`config.mk`:
```
export PLATFORM = sky130hd
export DESIGN_NAME = regfile_sb
export DESIGN_NICKNAME = d
export VERILOG_FILES = /design/src/rtl/regfile_pkg.sv /design/src/rtl/rf_scoreboard.sv /design/src/rtl/regfile_sb.sv
export SDC_FILE = /design/constraint.sdc
export NUM_CORES = 2
export LEC_CHECK = 0
export CAP_MARGIN = 20
export CELL_PAD_IN_SITES_DETAIL_PLACEMENT = 0
export CELL_PAD_IN_SITES_GLOBAL_PLACEMENT = 1
export CORE_ASPECT_RATIO = 0.7
export CORE_UTILIZATION = 30
export CTS_BUF_LIST = sky130_fd_sc_hd__clkbuf_16
export DETAILED_ROUTE_END_ITERATION = 16
export PLACE_DENSITY = 0.5
export SYNTH_ARGS = -nofsm -noshare
export SYNTH_HDL_FRONTEND = slang
export SYNTH_HIERARCHICAL = 1
export SYNTH_SLANG_ARGS = --single-unit
```
`constraint.sdc`:
```
create_clock -name clk -period 3.19 [get_ports clk]
set_clock_uncertainty 0.1 [all_clocks]
set_input_delay 0.4785 -clock clk [delete_from_list [all_inputs] [get_ports clk]]
set_output_delay 0.4785 -clock clk [all_outputs]
set_load 0.005 [all_outputs]
```
`src/rtl/regfile_pkg.sv`:
```
// rtl/regfile_pkg.sv - shared types and default widths for the scoreboarded register file
//
// Purpose: FSM state type and default parameter values used by regfile_sb and rf_scoreboard.
// Ports:   none (package).
package regfile_pkg;

  typedef enum logic [0:0] {
    RF_INIT = 1'b0,
    RF_RUN  = 1'b1
  } rf_state_e;

  localparam int DEF_ADDR_WIDTH = 5;
  localparam int DEF_DATA_WIDTH = 64;

endpackage

```
`src/rtl/rf_scoreboard.sv`:
```
// rtl/rf_scoreboard.sv - pending-bit scoreboard with set/clear/flush priority
//
// Purpose: one pending bit per register; issue sets, writeback clears, flush clears all.
// Ports:
//   clk, reset        clock, asynchronous active-low reset
//   en                1 while the register file is in RUN; all updates gated by it
//   issue_valid/rd    set request for issue_rd (index 0 ignored)
//   wb_valid/addr     clear request for wb_addr
//   flush             clear every bit (a same-cycle issue still sets its bit)
//   pending           current pending vector, bit 0 always 0
import regfile_pkg::*;

module rf_scoreboard #(
  parameter int ADDR_WIDTH = DEF_ADDR_WIDTH,
  parameter int NUM_REGS   = 2 ** ADDR_WIDTH
) (
  input  logic                  clk,
  input  logic                  reset,
  input  logic                  en,
  input  logic                  issue_valid,
  input  logic [ADDR_WIDTH-1:0] issue_rd,
  input  logic                  wb_valid,
  input  logic [ADDR_WIDTH-1:0] wb_addr,
  input  logic                  flush,
  output logic [NUM_REGS-1:0]   pending
);

  logic [NUM_REGS-1:0] pend_q;
  logic [NUM_REGS-1:0] pend_d;

  // Order of the assignments encodes priority: flush, then clear, then set.
  // The set is applied last so a newer producer issuing to the register
  // being written back (or issuing across a flush) stays pending.
  always_comb begin
    pend_d = pend_q;
    if (en) begin
      if (flush) begin
        pend_d = '0;
      end
      if (wb_valid) begin
        pend_d[wb_addr] = 1'b0;
      end
      if (issue_valid && (issue_rd != '0)) begin
        pend_d[issue_rd] = 1'b1;
      end
    end
    pend_d[0] = 1'b0;
  end

  always_ff @(posedge clk or negedge reset) begin
    if (!reset) begin
      pend_q <= '0;
    end else begin
      pend_q <= pend_d;
    end
  end

  assign pending = pend_q;

endmodule

```
`src/rtl/regfile_sb.sv`:
```
// rtl/regfile_sb.sv - multi-read-port register file with write-through bypass and scoreboard
//
// Purpose: NUM_RD combinational read ports, one write port, pending tracking, SP init cycle.
// Ports:
//   clk, reset        clock, asynchronous active-low reset
//   stackptr          value loaded into reg[SP_INDEX] during the INIT cycle
//   rd_addr/rd_data   packed read indices / bypassed read data, port p at [p*W +: W]
//   rd_ready          per-port operand valid
//   issue_valid/rd    marks issue_rd pending
//   wb_valid/addr/data writeback port
//   flush             clears the scoreboard
//   write_complete    one-cycle pulse after an accepted writeback
//   init_done         high once the INIT cycle has completed
//   pending           scoreboard bits
import regfile_pkg::*;

module regfile_sb #(
  parameter int ADDR_WIDTH = DEF_ADDR_WIDTH,
  parameter int DATA_WIDTH = DEF_DATA_WIDTH,
  parameter int NUM_RD     = 2,
  parameter int SP_INDEX   = 2
) (
  input  logic                         clk,
  input  logic                         reset,
  input  logic [DATA_WIDTH-1:0]        stackptr,
  input  logic [NUM_RD*ADDR_WIDTH-1:0] rd_addr,
  output logic [NUM_RD*DATA_WIDTH-1:0] rd_data,
  output logic [NUM_RD-1:0]            rd_ready,
  input  logic                         issue_valid,
  input  logic [ADDR_WIDTH-1:0]        issue_rd,
  input  logic                         wb_valid,
  input  logic [ADDR_WIDTH-1:0]        wb_addr,
  input  logic [DATA_WIDTH-1:0]        wb_data,
  input  logic                         flush,
  output logic                         write_complete,
  output logic                         init_done,
  output logic [2**ADDR_WIDTH-1:0]     pending
);

  localparam int NUM_REGS = 2 ** ADDR_WIDTH;

  rf_state_e             state_q;
  logic [DATA_WIDTH-1:0] regs_q [NUM_REGS];
  logic                  wc_q;
  logic                  init_done_q;
  logic                  run;

  assign run = (state_q == RF_RUN);

  always_ff @(posedge clk or negedge reset) begin
    if (!reset) begin
      state_q     <= RF_INIT;
      wc_q        <= 1'b0;
      init_done_q <= 1'b0;
      for (int i = 0; i < NUM_REGS; i++) begin
        regs_q[i] <= '0;
      end
    end else begin
      case (state_q)
        RF_INIT: begin
          regs_q[SP_INDEX] <= stackptr;
          init_done_q      <= 1'b1;
          wc_q             <= 1'b0;
          state_q          <= RF_RUN;
        end
        default: begin
          // Writes to index 0 are acknowledged but never stored.
          if (wb_valid && (wb_addr != '0)) begin
            regs_q[wb_addr] <= wb_data;
          end
          wc_q <= wb_valid;
        end
      endcase
    end
  end

  rf_scoreboard #(
    .ADDR_WIDTH (ADDR_WIDTH),
    .NUM_REGS   (NUM_REGS)
  ) u_scoreboard (
    .clk         (clk),
    .reset       (reset),
    .en          (run),
    .issue_valid (issue_valid),
    .issue_rd    (issue_rd),
    .wb_valid    (wb_valid),
    .wb_addr     (wb_addr),
    .flush       (flush),
    .pending     (pending)
  );

  for (genvar p = 0; p < NUM_RD; p++) begin : g_rd
    logic [ADDR_WIDTH-1:0] addr;
    logic                  hit;

    assign addr = rd_addr[p*ADDR_WIDTH +: ADDR_WIDTH];
    // Same-cycle writeback forwards to the reader and satisfies its hazard.
    assign hit  = run && wb_valid && (wb_addr == addr) && (wb_addr != '0);

    assign rd_data[p*DATA_WIDTH +: DATA_WIDTH] =
        hit ? wb_data : ((addr == '0) ? '0 : regs_q[addr]);
    assign rd_ready[p] = run && ((addr == '0) || !pending[addr] || hit);
  end

  assign write_complete = wc_q;
  assign init_done      = init_done_q;

endmodule

```
# Word level (Yosys, flattened, before mapping)
# Index checks and enable logic that the tools add are counted.
[op_classes]
eq_ne = 3
bitwise = 6
n_reduce_logical = 23
n_mux = 29
order_cmp = 10
[op_table]
columns = ["operator", "count"]
rows = [
  ["bitwise mux 2048 bit", 1],
  ["two-way mux 1920 bit", 1],
  ["binary-select mux 64 bit (select 5 bit)", 2],
  ["two-way mux 64 bit", 10],
  ["demux 64 bit (select 5 bit)", 1],
  ["two-way mux 32 bit", 5],
  ["bitwise AND 32 bit", 1],
  ["inverter 32 bit", 1],
  ["OR 32 bit", 1],
  ["< comparator 5 x 6 -> 1 bit (second input constant)", 4],
  [">= comparator 6 bit (second input constant)", 3],
  ["inverter 5 -> 6 bit", 3],
  ["logical AND 1 bit", 12],
  ["binary-select mux 1 bit (select 5 bit)", 2],
  ["demux 1 bit (select 5 bit)", 2],
  ["equality test 5 bit", 2],
  [">= comparator 5 x 1 -> 1 bit (second input constant)", 2],
  ["logical NOT 5 bit", 2],
  ["nonzero test 5 bit", 2],
  ["< comparator 6 x 1 -> 1 bit (second input constant)", 1],
  ["two-way mux 1 bit", 5],
  ["logical OR 1 bit", 4],
  ["logical NOT 1 bit", 2],
  ["!= test 2 x 1 -> 1 bit (second input constant)", 1],
  ["AND reduction 2 bit", 1],
]
[totals]
in_bits = 153
register_bits = 2082

# Logic depth before layout (Yosys ltp)
[logic_depth]
depth_word = 10
depth_mapped = 10

# By module
# Netlist, hierarchy kept.
[modules_own_cells]
columns = ["mod", "area_per_inst_um2", "cells_per_inst", "instances"]
rows = [
  ["regfile_sb", 109617.6, 7514, 1],
  ["rf_scoreboard", 1545.2, 130, 1],
]

# Worst setup path after synthesis
# OpenSTA, ideal clock, no wires.
[synth_timing]
path_kind = "input to output"
start = "in rd_addr[0]"
end = "out rd_data[12]"
path_buffers = 3
path_slack_ps = 440
t_arrival_ps = 2171
required_ps = 2612
path_stages = 7
cell_sequence = "buf_6 -> buf_2 -> buf_2 -> mux4_2 -> a211oi_1 -> a21oi_1 -> a22o_1"
[synth_between]
elab_chain_len = 6
[synth_lines]
columns = ["element", "line_no", "rtl"]
rows = [
  ["start, declared", "regfile_sb.sv:26", "input logic [NUM_RD*ADDR_WIDTH-1:0] rd_addr,"],
  ["inverter 5 -> 6 bit (implied by the code)", "regfile_sb.sv:101", "hit ? wb_data : ((addr == '0) ? '0 : regs_q[addr]);"],
  ["binary-select mux 64 bit (select 5 bit)", "regfile_sb.sv:101", ""],
  ["two-way mux 64 bit (implied by the code) (2 in a row)", "regfile_sb.sv:101", ""],
  ["two-way mux 64 bit", "regfile_sb.sv:101", ""],
  ["two-way mux 64 bit *", "regfile_sb.sv:101", ""],
  ["end, declared", "regfile_sb.sv:27", "output logic [NUM_RD*DATA_WIDTH-1:0] rd_data,"],
]
# Every way passes the cells marked *; elsewhere a longest branch is shown, timed or not. The select of a mux whose other input is x is not followed.

# Worst setup path after layout
[layout_timing]
start = "reg state_q (netlist: run)"
end = "out rd_data[71]"
[layout_between]
elab_chain_len = 4
[layout_lines]
columns = ["element", "line_no", "rtl"]
rows = [
  ["start, declared", "regfile_sb.sv:42", "rf_state_e state_q;"],
  ["start signal, assigned", "regfile_sb.sv:52", "state_q <= RF_INIT;"],
  ["start signal, assigned", "regfile_sb.sv:64", "state_q <= RF_RUN;"],
  ["logical AND 1 bit (3 in a row)", "regfile_sb.sv:98", "assign hit = run && wb_valid && (wb_addr == addr) && (wb_addr != '0);"],
  ["two-way mux 64 bit", "regfile_sb.sv:101", ""],
]
# Every way passes these cells.

==> metrics.csv <==
stage;metric;value;unit
critical_path;cp.required;2.61;ns
critical_path;crit_type;reg -> out;
critical_path;critical_path_arrival;3.17;ns
cells_and_area;multi_input_area;56200;µm²
drt;avgRoutedWirePerCell;34.1;µm
yosys;synth_cell_types;68;
placement;place_inst;13000;
flow_run;max_cap_violations;0;
sta;hold_ws;0.0690;ns
clock_network;clk_pin_slew;0.06;ns
floorplanning;dieArea;373000;µm²
drt;dr.first_iter.drc_count;6568;
yosys;avgSynthCellArea;14.5;µm²
grt;first_global_vias;80500;
placement;place_ws;-1.12;ns
clock_network;h-tree-depth;4;
critical_path;path_buf_inv;7;
grt;antenna_found_initial;13;
floorplanning;fp.dieH;511;µm
critical_path;cpLargestDelayFamily;buffers and inverters;
pwr;p_leak;61.3;nW
floorplanning;start_util;0.302;
yosys;synth_edf_count;0;
yosys;synth-simple-area-share;0.0190;
yosys;yosysMostFrequentCell;dfrtp_1;
cells_and_area;fillers;34700;
drt;drtAntennaViolNets;0;
floorplanning;num_io_pins;317;
clock_network;cts_root_buffer;clkbuf_16;
sta;rsz0062_at_grt;true;
cells_and_area;utilization;0.377;
hold_path;hold_path.class;in -> reg;
drt;finalWirelength;462;mm
yosys;async_flop_share;1.00;
sta;layout_setup_ws;-0.561;ns
yosys;netlist.area_leader.share;0.469;
sta;slew_headroom;0.452;
pwr;power.density;524;nW/µm²
yosys;synth_top_area_cell;dfrtp_1;
yosys;synth_compound_area_frac;0.0645;
yosys;synth_fp_nets;7797;
pwr;irDropWorstVdd;0.483;mV
critical_path;worstPathMaxFanout;6;
clock_network;cts_buffer_depth;4;
cells_and_area;final-seq-area;52100;µm²
grt;grt_pass1_wl;648;mm
yosys;muxShareOfSynthArea;0.409;
sta;tightestPinTransition;0.822;ns
yosys;synthCells;7644;
yosys;synth_fa_ha_area_frac;0;
cells_and_area;nets;8628;
floorplanning;fp.dieW;730;µm
critical_path;max_stage_delay;0.45;ns
placement;dp_hpwl;301;mm
critical_path;slowest_stage;dfrtp_4;
yosys;synth-warning-count;6;
sta;setup_viol;129;
yosys;ys_seq_elements;2082;
pwr;power.total;72.7;mW
critical_path;cpMostUsedCell;buf_6;
sta;hold_viol;0;
clock_network;insertion_delay;0.92;ns
yosys;synth_top_family_by_area;multiplexers;
yosys;synth-main-ff-cell;dfrtp_1;
grt;track_usage;0.241;
drt;viasPerCell;5.74;
clock_network;cts_tree;built;
yosys;synth_xor_area_frac;0.000788;
sta;fin_crit_sh;1.18;
critical_path;critPathLaunchType;flip-flop;
yosys;synthesis.area;111000;µm²
grt;grt.overflow.total;0;
clock_network;cts.sinks;2082;
placement;gp_congestion;0.824;
yosys;seq_area_frac_synth;0.469;
critical_path;end_kind;primary output;
yosys;synth.area.top_cells;dfrtp_1, mux2_2, mux4_2, mux2i_1, clkbuf_1;
status;violations;negative setup slack;
status;status;finished with violations;
sta;max_freq;0.267;GHz
clock_network;cts_buffers;233;
yosys;synth_commonest_cells;dfrtp_1, mux2_2, mux4_2;
floorplanning;num_rows;186;
drt;first_pass_iters;5;
drt;vias;77900;
placement;port_buffers;315;
floorplanning;core;368000;µm²
cells_and_area;drive_gt1_frac;0.528;
critical_path;worstPathCellList;nand2_4, inv_4, nand4_1, buf_6, o21ai_4, buf_6, buf_16, buf_16, buf_12, nor3_1, a211o_2, buf_6;
sta;drv_slew;0;
cells_and_area;syn_to_final_growth;24.7;%
cells_and_area;instances_no_fill;13600;
drt;route.detailed.drc;0;
grt;grt_max_degree;117;
sta;layout_min_cycle_time;3.75;ns
[final cells by class]
type / instances / area share
antenna: 6 / 0.000108
clock buffer: 236 / 0.0426
clock inverter: 190 / 0.00876
inverter: 5 / 0.000208
multi-input combinational: 4653 / 0.406
sequential: 2082 / 0.376
tap: 4888 / 0.0441
timing repair buffer: 1500 / 0.122
[power breakdown]
part	total, mW	leakage (nW)	internal, mW	switching [mW]
Sequential	32.2	27.6	29.7	2.50
Combinational	14.0	30.0	7.72	6.31
Clock	26.4	3.70	14.4	12.0
[tightest hold or removal path: cells and delay by family]
family,cells,cell delay [ns]
and+or+nand+nor,1,0.09
AOI/OAI and AO/OA,1,0.05
buffers and inverters,1,0.40
[cells in the final DEF, fill, tap and decap left out, drive strengths merged, types with 75 or more instances in the layout]
master / Yosys / layout
o221ai: 170 / 170
nor2: 91 / 91
clkinv: 1 / 117
buf: 422 / 1231
o22ai: 194 / 194
a21oi: 211 / 211
a22oi: 163 / 163
mux4: 851 / 851
mux2i: 458 / 458
mux2: 1930 / 1930
dfrtp: 2082 / 2082
nand2: 75 / 75
nor3: 119 / 119
clkdlybuf4s50: 0 / 176
clkbuf: 482 / 298
[per-stage QoR]
stage               instance area [µm²]  TNS [ns]
floorplan                        111000         0
global placement                 129000    -88.53
detailed placement               129000    -86.42
CTS                              137000   -106.45
global route                     139000    -59.29
finish                           139000    -49.66
[sequential cells by signal, summed over array words and instances, names as in the netlist]
signal / flops
regs_q: 2048
u_scoreboard/pending: 31
init_done: 1
run: 1
write_complete: 1
[repair_timing]
item,4_1_cts,5_1_grt
buffers inserted,69,86
pin swaps,55,105
setup endpoints to repair,130,194
gates cloned,4,15
resized for setup,383,390
endpoints found under the hold margin,1109,0
hold buffers,27,0
[layer usage]
layer / vias up / wire [µm] / GRT usage
met1: 42900 / 212000 / 0.351
met5: - / 40 / 0
met3: 631 / 27600 / 0.0388
met4: 6 / 14200 / 0.0653
li1: 31700 / - / -
met2: 2675 / 208000 / 0.371
[path summary, 6_finish.rpt]
| kind | endpoint | cells past startpoint | slack, ns | start |
|---|---|---|---|---|
| max | rd_data[71] | 12 | -0.56 | run |
| min | regs_q[1892] | 3 | 0.07 | stackptr[36] |
| max reg2reg | regs_q[1257] | 13 | 0.05 | run |
| min reg2reg | regs_q[1985] | 0 | 0.29 | regs_q[1985] |
| max in group asynchronous | regs_q[1974] | 4 | 1.66 | reset |
| min in group asynchronous | regs_q[1822] | 2 | 0.08 | reset |
[cells by family (layout without fill, tap and decap cells)]
family	after synthesis	count (layout)
compound gates	996	996
xor+xnor	10	10
buf+inv	909	1931
flops	2082	2082
mux	3239	3239
other cells	2	8
simple gates	406	406
Power figures use the tool's default switching activity.
